<file path="src/rtl/sonar_scan_controller.sv">
// Round-robin HC-SR04 style ranging controller: fires one sensor at a time, times its echo,
// converts to centimetres with round-half-up and flags per-channel timeouts.
module sonar_scan_controller #(
    parameter int unsigned N_CH          = 3,
    parameter int unsigned DIST_W        = 9,
    parameter int unsigned CYCLES_PER_CM = 2941,
    parameter int unsigned TRIG_CYC      = 500,
    parameter int unsigned ECHO_WAIT_CYC = 1_000_000,
    parameter int unsigned ECHO_MAX_CYC  = 1_500_000,
    parameter int unsigned GAP_CYC       = 3_000_000
) (
    input  logic                     clock,
    input  logic                     reset,
    input  logic                     iniciar,
    input  logic [N_CH-1:0]          echo,
    output logic [N_CH-1:0]          trigger,
    output logic [N_CH*DIST_W-1:0]   distancia,
    output logic [N_CH-1:0]          timeout,
    output logic                     pronto,
    output logic                     ocupado,
    output logic [2:0]               db_canal,
    output logic [3:0]               db_estado
);

    localparam int unsigned REM_W = $clog2(CYCLES_PER_CM + 1);

    typedef enum logic [3:0] {
        StIdle     = 4'd0,
        StTrig     = 4'd1,
        StWaitEcho = 4'd2,
        StMeasure  = 4'd3,
        StStore    = 4'd4,
        StGap      = 4'd5,
        StDone     = 4'd6
    } state_e;

    state_e                   state_q, state_d;
    logic [2:0]               ch_q, ch_d;
    logic [31:0]              timer_q, timer_d;
    logic [REM_W-1:0]         rem_q, rem_d;
    logic [DIST_W-1:0]        cm_q, cm_d;
    logic [N_CH*DIST_W-1:0]   dist_q, dist_d;
    logic [N_CH-1:0]          tout_q, tout_d;
    logic [N_CH-1:0]          trig_q, trig_d;
    logic [N_CH-1:0]          echo_meta_q, echo_sync_q, echo_prev_q;
    logic                     iniciar_q;

    logic                     echo_cur, echo_last, echo_rise, echo_fall;
    logic                     load_timeout, load_store;
    logic [DIST_W:0]          sum_round;
    logic [DIST_W-1:0]        stored;

    always_comb begin
        echo_cur  = 1'b0;
        echo_last = 1'b0;
        for (int i = 0; i < int'(N_CH); i++) begin
            if (ch_q == 3'(i)) begin
                echo_cur  = echo_sync_q[i];
                echo_last = echo_prev_q[i];
            end
        end
    end

    assign echo_rise = echo_cur & ~echo_last;
    assign echo_fall = ~echo_cur & echo_last;

    // Round half up, then clamp if the increment carried past the top code.
    assign sum_round = {1'b0, cm_q}
                     + {{DIST_W{1'b0}}, (rem_q >= REM_W'(CYCLES_PER_CM / 2))};
    assign stored    = sum_round[DIST_W] ? '1 : sum_round[DIST_W-1:0];

    always_comb begin
        state_d      = state_q;
        ch_d         = ch_q;
        rem_d        = rem_q;
        cm_d         = cm_q;
        dist_d       = dist_q;
        tout_d       = tout_q;
        pronto       = 1'b0;
        load_timeout = 1'b0;
        load_store   = 1'b0;

        unique case (state_q)
            StIdle: begin
                if (iniciar && !iniciar_q) begin
                    ch_d    = 3'd0;
                    state_d = StTrig;
                end
            end
            StTrig: begin
                if (timer_q == TRIG_CYC - 1) state_d = StWaitEcho;
            end
            StWaitEcho: begin
                if (echo_rise) begin
                    rem_d   = '0;
                    cm_d    = '0;
                    state_d = StMeasure;
                end else if (timer_q == ECHO_WAIT_CYC - 1) begin
                    load_timeout = 1'b1;
                    state_d      = StGap;
                end
            end
            StMeasure: begin
                if (echo_fall) begin
                    state_d = StStore;
                end else if (timer_q == ECHO_MAX_CYC - 1) begin
                    load_timeout = 1'b1;
                    state_d      = StGap;
                end else if (echo_cur) begin
                    if (rem_q == REM_W'(CYCLES_PER_CM - 1)) begin
                        rem_d = '0;
                        if (cm_q != '1) cm_d = cm_q + 1'b1;
                    end else begin
                        rem_d = rem_q + 1'b1;
                    end
                end
            end
            StStore: begin
                load_store = 1'b1;
                state_d    = StGap;
            end
            StGap: begin
                if (timer_q == GAP_CYC - 1) begin
                    if (ch_q < 3'(N_CH - 1)) begin
                        ch_d    = ch_q + 3'd1;
                        state_d = StTrig;
                    end else begin
                        state_d = StDone;
                    end
                end
            end
            StDone: begin
                pronto = 1'b1;
                if (iniciar) begin
                    ch_d    = 3'd0;
                    state_d = StTrig;
                end else begin
                    state_d = StIdle;
                end
            end
            default: state_d = StIdle;
        endcase

        // Only the active channel's result is ever touched.
        for (int i = 0; i < int'(N_CH); i++) begin
            if (ch_q == 3'(i)) begin
                if (load_timeout) begin
                    dist_d[i*DIST_W +: DIST_W] = '1;
                    tout_d[i]                  = 1'b1;
                end
                if (load_store) begin
                    dist_d[i*DIST_W +: DIST_W] = stored;
                    tout_d[i]                  = 1'b0;
                end
            end
        end

        for (int i = 0; i < int'(N_CH); i++) begin
            trig_d[i] = (state_d == StTrig) && (ch_d == 3'(i));
        end

        if (state_d != state_q || state_q == StIdle) timer_d = '0;
        else                                         timer_d = timer_q + 32'd1;
    end

    always_ff @(posedge clock or negedge reset) begin
        if (!reset) begin
            state_q     <= StIdle;
            ch_q        <= '0;
            timer_q     <= '0;
            rem_q       <= '0;
            cm_q        <= '0;
            dist_q      <= '0;
            tout_q      <= '0;
            trig_q      <= '0;
            echo_meta_q <= '0;
            echo_sync_q <= '0;
            echo_prev_q <= '0;
            iniciar_q   <= 1'b0;
        end else begin
            state_q     <= state_d;
            ch_q        <= ch_d;
            timer_q     <= timer_d;
            rem_q       <= rem_d;
            cm_q        <= cm_d;
            dist_q      <= dist_d;
            tout_q      <= tout_d;
            trig_q      <= trig_d;
            echo_meta_q <= echo;
            echo_sync_q <= echo_meta_q;
            echo_prev_q <= echo_sync_q;
            iniciar_q   <= iniciar;
        end
    end

    assign trigger   = trig_q;
    assign distancia = dist_q;
    assign timeout   = tout_q;
    assign ocupado   = (state_q != StIdle) && (state_q != StDone);
    assign db_canal  = ch_q;
    assign db_estado = state_q;

endmodule

</file>
<file path="config.mk">
export PLATFORM = sky130hd
export DESIGN_NAME = sonar_scan_controller
export DESIGN_NICKNAME = d
export VERILOG_FILES = /design/src/rtl/sonar_scan_controller.sv
export SDC_FILE = /design/constraint.sdc
export NUM_CORES = 1
export LEC_CHECK = 0
export BUFFER_PORTS_ARGS = -buffer_cell sky130_fd_sc_hd__clkbuf_2
export CORE_MARGIN = 10
export CORE_UTILIZATION = 51
export DETAILED_ROUTE_END_ITERATION = 12
export GPL_ROUTABILITY_DRIVEN = 0
export PLACE_DENSITY_LB_ADDON = 0.2
export REMOVE_ABC_BUFFERS = 1
export SLEW_MARGIN = 20
export SYNTH_ARGS = -nofsm -noshare
export SYNTH_HDL_FRONTEND = slang
export SYNTH_SLANG_ARGS = --single-unit
</file>
<file path="constraint.sdc">
create_clock -name clock -period 2.9 [get_ports clock]
set_input_delay 0.87 -clock clock [delete_from_list [all_inputs] [get_ports clock]]
set_output_delay 0.87 -clock clock [all_outputs]
set_load 0.005 [all_outputs]
</file>
# Yosys cells after proc, flatten, opt, wreduce, memory -nomap -nowiden
# Index checks and enable logic that the tools add are counted.
# word_totals
regBits,103
input_bits,6
output_inout_bits,42
# op_classes
n_addsub,5
magnitude_cmp,2
eq_ne,25
muxes,47
bitwise_logic,4
n_reduce_logical,18
# ops
operator,n
9-bit 2-to-1 mux,9
12-bit 2-to-1 mux,5
32-bit by 1-bit adder with 32-bit output (second input constant),1
32-bit by 20-bit equality test with 1-bit output (second input constant),1
32-bit by 21-bit equality test with 1-bit output (second input constant),1
32-bit by 22-bit equality test with 1-bit output (second input constant),1
32-bit by 9-bit equality test with 1-bit output (second input constant),1
32-bit 2-to-1 mux,1
4-bit 2-to-1 mux,7
4-bit one-hot mux with 7 select lines,1
12-bit one-hot mux with 2 select lines,1
9-bit one-hot mux with 2 select lines,1
1-bit 2-to-1 mux,15
3-bit 2-to-1 mux,5
12-bit by 1-bit adder with 12-bit output (second input constant),1
12-bit equality test (second input constant),1
4-bit by 3-bit equality test with 1-bit output (second input constant),3
12-bit by 11-bit >= comparator with 1-bit output (second input constant),1
2-bit inequality test (second input constant),6
9-bit by 1-bit adder with 10-bit output,1
9-bit by 1-bit adder with 9-bit output (second input constant),1
9-bit inequality test (second input constant),1
3-bit one-hot mux with 3 select lines,1
4-bit by 1-bit equality test with 1-bit output (second input constant),2
other kinds (20),33

# Logic depth before layout (Yosys ltp)
# logic_depth
word_depth,11
depth_mapped,13
depth_no_buf,13

# Worst setup path before layout
# OpenSTA, ideal clock, no wires.
# synth_path
kind,reg-to-reg
startpoint,reg timer_q[24]
endpoint,reg timer_q[10]
setup_ns,0.096
t_arrival_ns,2.855
slack_ns,-0.051
path_stages_with_launch,9
path_buffers,1
path_cell_list,dfrtp_1 > or4_1 > or4b_4 > nor4_4 > o2bb2ai_1 > a211o_2 > mux2i_4 > buf_6 > nor4_2
# synth_via
elab_chain_len,7
elab_cells_between_ends,14
cone_classes,eq/ne (5); mux (8); reduce/logical (1)
# synth_lines
element,line,source
"start, declared",39,"logic [31:0] timer_q, timer_d;"
"start signal, assigned",183,timer_q <= timer_d;
32-bit by 21-bit equality test with 1-bit output or 32-bit by 20-bit equality test with 1-bit output (tied branches),"106, 98",
"4-bit 2-to-1 mux, on equally long branches","106, 98",
"4-bit 2-to-1 mux, on equally long branches","104, 94",
4-bit one-hot mux with 7 select lines (*),83,unique case (state_q)
via state_d[0],37,"state_e state_q, state_d;"
4-bit inequality test (*),162,if (state_d != state_q || state_q == StIdle) timer_d = '0;
1-bit logical OR (*),162,
32-bit 2-to-1 mux (*),162,
via timer_d[10],39,
# The timed path passes the listed nets; every way through them passes the cells marked *.
# A chain may end at the register's enable or synchronous reset.

# Worst setup path after layout
# layout_path
startpoint,reg timer_q[24]
endpoint,reg timer_q[9]
# Same word-level chain as after synthesis.

==> qor.txt <==
Largest net degree at the start of global routing - 74
Setup slack after layout - -173 ps
CP max FO - 18
Failing checks - setup timing
Final hold violation count - 0
Worst rel slew slack - 0.520
Die area - 15400 um^2
GRT Total Usage - 0.182
Avg WL per Cell - 17.5 um
Final #Nets - 687
Clock skew - 11.5 ps
Pwr dens - 366 nW/um^2
Crit end category - flop
Syn_area_per_cell - 9.96 um^2
CTS tree - yes
Hold endpoint - echo_sync_q[2]
Layout area overhead - 30.9%
Post-layout util - 0.692
Initial antenna violation count - 0
Placed cells - 780
First-pass GRT wire length - 22700 um
Dpl hpwl - 9350 um
Count of unique library cells instantiated by Yosys - 61
RSZ-0062 raised after global routing - true
Most frequent cells in the layout - dfrtp_1 (102), nor2_1 (64), buf_4 (60)
Vias - 4687
Synth top area share - 0.466
Critical R2R Capture - timer_q[9]
IO Port Bufs - 47
Period utilization - 1.06
Routed vias/inst - 5.79
Post-layout min period - 3070 ps
Non-Filler Instances - 810
Clock Tree Buf Depth - 2
Buf/Inv on CP - 2
Area contributors post-synth - dfrtp_1 (47%), nor2_1 (5.1%), nor4_2 (4.8%)
Required time worst endpoint - 3200 ps
Top Family by Delay on Critical Path - simple AND/OR/NAND/NOR gates
Most common cell after layout, fill and taps aside - dfrtp_1
CTS sink count - 103
Synth Cell Area - 5530 um^2
CORE AREA - 10500 um^2
Routed WL - 14200 um
Hold buffer count at cts - 0
Hold Path Class - reg -> reg
Worst Reg-to-Reg Cells - 9
Slew Viols, Final - 0
Layout cells sized above 1 - 0.353
Post-synthesis sequential area ratio - 0.466
Fillers - 750
Iteration-0 DRC Markers - 451
Critical R2R Launch - timer_q[24]
Vias in the first global route - 4636
Skew-Pair Late Insertion Delay - 400 ps
Clock buffer count from CTS - 9
Most area-hungry cell type in the Yosys netlist - dfrtp_1
Starting density of the core - 0.528
Synth warn - 0
Setup WS pre-CTS - -217 ps
Final ANT Viol Nets - 0
Dpl cell area - 6390 um^2
Critical path class - reg -> reg
Leak - 3.06 nW
Peak VDD IR - 414 uV
Cells after Synth - 555
Hold path cells - 0
# diodes - 0
DRC violations left - 0
Yosys reg bits - 103
Reg2Reg Setup Slack - -170 ps
Status - finished, violations left
CTS clk-pin slew, worst paths - 110 ps
Max Cap Viol - 0
Startpoint Class - flop
Synth Flop Type - dfrtp_1
Hold Crit Start - echo_meta_q[2]
Critical Path AT - 3380 ps
Overflow after GRT - 0
Die X - 124 um
Worst slew pin tran - 713 ps
Std-Cell Rows - 37
Max Freq - 0.325 GHz
Crit path cell chain - or4_4 > or4b_4 > buf_6 > nor4_4 > o2bb2ai_1 > a211o_2 > mux2i_4 > buf_12 > nor4_2
First-pass DRT Iterations - 5
CTS Root Buffer Type - clkbuf_8
Design Area, Final - 7240 um^2
# setup viols final - 44
Die height - 124 um
I/O Pins - 48
Asr flop ratio synth - 1.00
CP max stage delay - 590 ps
Post-synth EDFFs - 0
Critical Path Slowest Stage Cell - or4b_4
CTS H-tree depth - 3
==> worst max path at each step <==
stage | from | to | slack (ps) | depth (start not counted)
3_5_place_dp | timer_q[25] | timer_q[20] | -220 | 8
6_report | timer_q[24] | timer_q[9] | -170 | 9
5_1_grt | timer_q[24] | timer_q[3] | -230 | 9
4_1_cts | timer_q[24] | timer_q[18] | -150 | 9
2_1_floorplan | db_estado[3] | timer_q[1] | -970 | 6
3_3_place_gp | db_canal[0] | trigger[0] | -160 | 10
==> flip-flops by register name (all words and copies together) (netlist names) <==
signal       cells
db_estado        4
rem_q           12
cm_q             9
echo_meta_q      3
db_canal         3
distancia       27
timer_q         32
timeout          3
echo_sync_q      3
echo_prev_q      3
iniciar_q        1
trigger          3
==> where the power goes <==
| part | total [mW] | internal, mW | switching (mW) |
|---|---|---|---|
| registers | 1.45 | 1.45 | 0.00639 |
| logic | 0.120 | 0.0413 | 0.0786 |
| clock network | 1.08 | 0.525 | 0.554 |
==> layer usage <==
| metal | GRT usage | up-vias | part of all wire | routed length [um] |
|---|---|---|---|---|
| met5 | 0 | - | 0 | 0 |
| li1 | - | 2229 | - | - |
| met3 | 0.0516 | 21 | 0.054 | 768 |
| met2 | 0.302 | 128 | 0.50 | 7020 |
| met4 | 0.0475 | 0 | 0.014 | 205 |
| met1 | 0.228 | 2309 | 0.44 | 6180 |
==> cells in the mapped netlist (3+ instances only) <==
cell      number
nand2_1       30
ha_1          12
nand2b_1       9
xnor2_1       24
a21oi_1       23
and4_1         3
or3_1          3
nand4b_1       3
a21o_1         6
nor2_1        75
clkbuf_1      12
nand4_1       14
o31ai_1        5
buf_4          4
nor3b_1        3
o21ai_0       16
a21oi_2        3
nand3b_1       4
and3_1         5
xor2_1        21
buf_2          4
or2_2          8
nor4b_1        3
nor4_2        21
o21a_1         3
inv_1         16
nor3_1        12
nor2b_1        6
or4_1          4
nand3_1       24
dfrtp_1      103
nor4_1        20
buf_6          3
a31oi_1       15
and2_1         5
==> layout make-up <==
class / instances / area (um^2) / area share
multi-input combinational: 413 / 3150 / 0.436
clock inverter: 6 / 97.6 / 0.0135
timing repair buffer: 126 / 1040 / 0.144
clock buffer: 10 / 138 / 0.0190
inverter: 16 / 60.1 / 0.00830
tap: 136 / 170 / 0.0235
sequential: 103 / 2580 / 0.356
==> metrics by stage <==
step           setup TNS (ps)  total power [mW]  hold slack [ps]
4_1_cts                 -4620              2.66              356
3_5_place_dp            -7000              1.59              336
5_1_grt                 -8510              2.74              376
2_1_floorplan          -30720              1.52              331
6_report                -4650              2.65              348
3_3_place_gp            -4050              1.59              332
==> cell families (layout without fill, tap and decap cells) <==
family / after synthesis / count (layout) / synth area share
flops: 103 / 103 / 0.466
simple gates: 267 / 267 / 0.292
fa+ha+maj: 12 / 12 / 0.0272
buf+inv: 39 / 158 / 0.0342
compound gates: 86 / 86 / 0.102
other cells: 1 / 1 / 0.000678
mux: 2 / 2 / 0.00656
xor+xnor: 45 / 45 / 0.0713
==> repair_timing <==
item | in CTS | in global routing
resized for setup | 23 | 59
setup endpoints to repair | 78 | 77
buffers inserted | 6 | 3
cloned | 2 | 3
pin swaps | 10 | 9
(Power assumes the default switching activity.)
